### config.mk
export PLATFORM = sky130hd
export DESIGN_NAME = com_strip_rx
export DESIGN_NICKNAME = d
export VERILOG_FILES = /design/src/rtl/com_strip_rx.sv
export SDC_FILE = /design/constraint.sdc
export NUM_CORES = 1
export LEC_CHECK = 0
export ABC_AREA = 0
export CORE_MARGIN = 1.5
export CORE_UTILIZATION = 30
export CTS_CLUSTER_DIAMETER = 30
export DETAILED_ROUTE_END_ITERATION = 8
export GPL_TIMING_DRIVEN = 1
export HOLD_SLACK_MARGIN = 0.12
export SETUP_SLACK_MARGIN = 0.4
export SLEW_MARGIN = 20
export SYNTH_ARGS = -nofsm -noshare
export SYNTH_HDL_FRONTEND = slang
export SYNTH_SLANG_ARGS = --single-unit
### constraint.sdc
create_clock -name cclk -period 2.85 [get_ports cclk]
set_input_delay 0.57 -clock cclk [delete_from_list [all_inputs] [get_ports cclk]]
set_output_delay 0.57 -clock cclk [all_outputs]
set_load 0.02 [all_outputs]
### src/rtl/com_strip_rx.sv
`default_nettype none
// ============================================================================
// Module      : com_strip_rx
// Description : RX COM stripper. Acquires symbol sync on a run of COMs, drops
//               COMs from the stream, regenerates a data-valid strobe and
//               loses sync after consecutive decode errors.
// Revision    : 1.0 - initial release
// ============================================================================
module com_strip_rx #(
    parameter logic [7:0] COM_SYMBOL = 8'hBC,
    parameter int         SYNC_COMS  = 4,
    parameter int         ERR_LIMIT  = 3
) (
    input  logic       cclk,
    input  logic       default_values,
    input  logic [7:0] data_in,
    input  logic       err_in,
    output logic [7:0] data_out,
    output logic       valid_out,
    output logic       active
);

    localparam int CW = $clog2(SYNC_COMS) + 1;
    localparam int EW = $clog2(ERR_LIMIT) + 1;
    localparam logic [CW-1:0] c_SYNC_COMS = CW'(SYNC_COMS);
    localparam logic [EW-1:0] c_ERR_LIMIT = EW'(ERR_LIMIT);

    typedef enum logic [1:0] {
        ST_LOSS    = 2'd0,
        ST_ACQUIRE = 2'd1,
        ST_SYNCED  = 2'd2
    } state_t;

    state_t          r_state;
    state_t          w_state_n;
    logic [CW-1:0]   r_com_cnt;
    logic [CW-1:0]   w_com_cnt_n;
    logic [EW-1:0]   r_err_cnt;
    logic [EW-1:0]   w_err_cnt_n;
    logic [7:0]      r_data;
    logic [7:0]      w_data_n;
    logic            r_valid;
    logic            w_valid_n;
    logic            r_active;

    logic            w_is_err;
    logic            w_is_com;
    logic            w_is_data;

    assign w_is_err  = err_in;
    assign w_is_com  = !err_in && (data_in == COM_SYMBOL);
    assign w_is_data = !err_in && (data_in != COM_SYMBOL);

    always_ff @(posedge cclk or posedge default_values) begin
        if (default_values) begin
            r_state   <= ST_LOSS;
            r_com_cnt <= '0;
            r_err_cnt <= '0;
            r_data    <= 8'h00;
            r_valid   <= 1'b0;
            r_active  <= 1'b0;
        end else begin
            r_state   <= w_state_n;
            r_com_cnt <= w_com_cnt_n;
            r_err_cnt <= w_err_cnt_n;
            r_data    <= w_data_n;
            r_valid   <= w_valid_n;
            r_active  <= (w_state_n == ST_SYNCED);
        end
    end

    always_comb begin
        w_state_n   = r_state;
        w_com_cnt_n = r_com_cnt;
        w_err_cnt_n = r_err_cnt;
        w_data_n    = r_data;
        w_valid_n   = 1'b0;

        case (r_state)
            ST_LOSS: begin
                if (w_is_com) begin
                    // A single-COM sync requirement skips ACQUIRE entirely
                    if (c_SYNC_COMS == CW'(1)) begin
                        w_state_n   = ST_SYNCED;
                        w_com_cnt_n = '0;
                    end else begin
                        w_state_n   = ST_ACQUIRE;
                        w_com_cnt_n = CW'(1);
                    end
                end else begin
                    w_com_cnt_n = '0;
                end
            end

            ST_ACQUIRE: begin
                if (w_is_com) begin
                    if (r_com_cnt + CW'(1) == c_SYNC_COMS) begin
                        w_state_n   = ST_SYNCED;
                        w_com_cnt_n = '0;
                    end else begin
                        w_com_cnt_n = r_com_cnt + CW'(1);
                    end
                end else begin
                    w_state_n   = ST_LOSS;
                    w_com_cnt_n = '0;
                end
            end

            ST_SYNCED: begin
                if (w_is_data) begin
                    w_data_n    = data_in;
                    w_valid_n   = 1'b1;
                    w_err_cnt_n = '0;
                end else if (w_is_com) begin
                    w_err_cnt_n = '0;
                end else if (w_is_err) begin
                    if (r_err_cnt + EW'(1) == c_ERR_LIMIT) begin
                        w_state_n   = ST_LOSS;
                        w_err_cnt_n = '0;
                        w_com_cnt_n = '0;
                    end else begin
                        w_err_cnt_n = r_err_cnt + EW'(1);
                    end
                end
            end

            default: begin
                w_state_n   = ST_LOSS;
                w_com_cnt_n = '0;
                w_err_cnt_n = '0;
            end
        endcase
    end

    assign data_out  = r_data;
    assign valid_out = r_valid;
    assign active    = r_active;

endmodule
`default_nettype wire
==> metrics.txt <==
post-route non-filler standard cell count=114; most frequent cells in the layout=clkdlybuf4s50_1 (20), dfrtp_1 (18), mux2_2 (7); worst r2r src=r_err_cnt[1]; Slew @ Worst Pin=0.678 ns; yosys synthesis warning count=0; postcts setup bufs=0; initial detailed-routing violation count=7; commonest non-fill, non-tap cell in the layout=clkdlybuf4s50_1; final hold viol count=0; H-tree depth=1; layout cell share with drive strength beyond 1=22.9%; Worst Path Arrival=1.27 ns; crit path cell chain=clkdlybuf4s50_1; Synth async-reset ratio=100%; Clock Sinks=18; Root Buffer Master=clkbuf_4; vias in the first global route=595; Initial Util=31.5%; layout filler cell count=261; PwrDens=863 nW/um^2; largest net degree at the start of global routing=19; Die Span Y=56.6 microns; Worst Setup End Kind=primary output; CTS clk-pin slew, worst paths=0.10 ns; Crit path buffers/inverters=1; Post-DRT Antenna Nets=0; DRC=0; GP Congestion=0.720; sequential element share of the synthesized area=52.2%; crit path launch type=flip-flop; via count=571; Worst Hold End=data_out[4]; Final setup viols=0; Tmin final=1.84 ns; hold-fix buffers at CTS=0; Clock Path Buffers=2; max-cap viol count=0; RSZ-0062 raised after global routing=false; status=complete, no violations; die width=56.6 microns; first-pass GRT wire length=2780 microns; Core Box Area=2730 sq um; nets=100; CTS tree=yes; fmax=544 MHz; Layout area overhead=30.3%; syn_area_per_cell=14.4 sq um; Tot GR Track Use=11.4%; unique cell type count in the Yosys netlist=26; worst-skew pair later-pin latency=0.28 ns; HP Class=flip-flop to flip-flop; Worst Skew=0.00189 ns; drt first pass iters=3; worst-path fanout max=2; fin crit share=64.5%; setup TNS=0 ns; IO Pins=21; fin. max-slew vios=0; hold path depth=1; Worst R2R End=r_com_cnt[1]; Worst R2R Setup Slack=1.34 ns; antenna violations before repair=0; Reg2Reg Depth=4; routed length per instance=13.4 microns; antenna cells=0; critical path's slowest cell=clkdlybuf4s50_1; quantity of I/O buffers inserted on ports=20; Crit Path Class=flip-flop to primary output; CTS Buf Count=3; Synth Instances=60; grt total ovfl=0; Via density=5.01; critical path data required time=2.28 ns; LEAKAGE=0.494 nW; routed wire length=1520 microns; Top delay family on crit path=buffers and inverters; synthesized area=862 sq um; Post-synth EDFFs=0; Placed Cells=111; slew margin rel.=54.8%; Post-DP HPWL=1150 microns; Syn Nets=75; Hold Startpoint=data_out[4]; Crit path largest cell delay=0.61 ns; row count=19; FF+latch count, synth=18; Main synth FF type=dfrtp_1; post-cts sizing count=0; worst vdd ir=0.494 mV; area of the die=3200 sq um
## cells in the mapped netlist (2+ instances only)
cell type | count | share of area, %
mux2_2 | 7 | 9.1
o21ai_0 | 2 | 1.2
a31o_2 | 2 | 2.0
a32o_1 | 3 | 3.5
inv_1 | 5 | 2.2
ha_1 | 4 | 5.8
dfrtp_1 | 18 | 52
## how the worst max path moves through the flow
stage	from	to	slack (ns)	depth (start not counted)
6_report	data_out[0]	data_out[0]	1.01	1
5_1_grt	data_out[4]	data_out[4]	0.94	1
3_3_place_gp	data_in[5]	data_out[2]	0.78	4
2_1_floorplan	data_in[1]	data_out[0]	1.33	3
4_1_cts	data_out[3]	data_out[3]	1.0	1
3_5_place_dp	data_in[5]	data_out[5]	0.76	4
## metrics by stage
step / cell area (sq um) / worst slack [ns] / utilization [%] / total power, mW / hold WS [ns]
finish: 1120 / 1.01 / 41.1 / 0.970 / 0.517
global route: 1120 / 0.942 / 41.1 / 1.04 / 0.542
CTS: 1120 / 0.998 / 41.1 / 0.986 / 0.523
detailed placement: 1100 / 0.756 / 40.3 / 0.856 / 0.487
global placement: 1100 / 0.779 / 40.3 / 0.854 / 0.492
floorplan: 862 / 1.33 / - / 0.662 / 0.484
## layout make-up
| cell class | count | area [sq um] | share of cell area [%] |
|---|---|---|---|
| clock buffer | 3 | 22.5 | 2.00 |
| inverter | 5 | 18.8 | 1.67 |
| multi-input combinational | 37 | 393 | 35.0 |
| sequential | 18 | 450 | 40.1 |
| tap | 31 | 38.8 | 3.45 |
| timing repair buffer | 20 | 200 | 17.8 |
## per-layer routing
metal	vias up	track usage, %	wire (microns)
met5	-	0	0
met4	0	7.14	17
met3	2	3.23	78
met2	17	17.1	704
met1	279	14.5	724
li1	273	-	-
## sequential cells by signal, summed over array words and instances (netlist names)
signal,cells
active,1
data_out,8
r_com_cnt,3
r_err_cnt,3
r_state,2
valid_out,1
## power breakdown
part	leakage, nW	switching (mW)	internal (mW)
Clock	0.0138	0.0724	0.0490
Sequential	0.230	0.0559	0.349
Combinational	0.250	0.205	0.239
Total	0.494	0.333	0.637
## kinds of logic (layout without fill, tap and decap cells)
group / Yosys count / count (layout) / synth area share [%]
fa+ha+maj: 4 / 4 / 5.81
mux: 9 / 9 / 11.6
simple gates: 11 / 11 / 13.9
flops: 18 / 18 / 52.2
compound gates: 11 / 11 / 12.2
buf+inv: 5 / 28 / 2.18
xor+xnor: 2 / 2 / 2.03
Power figures use the tool's default switching activity.
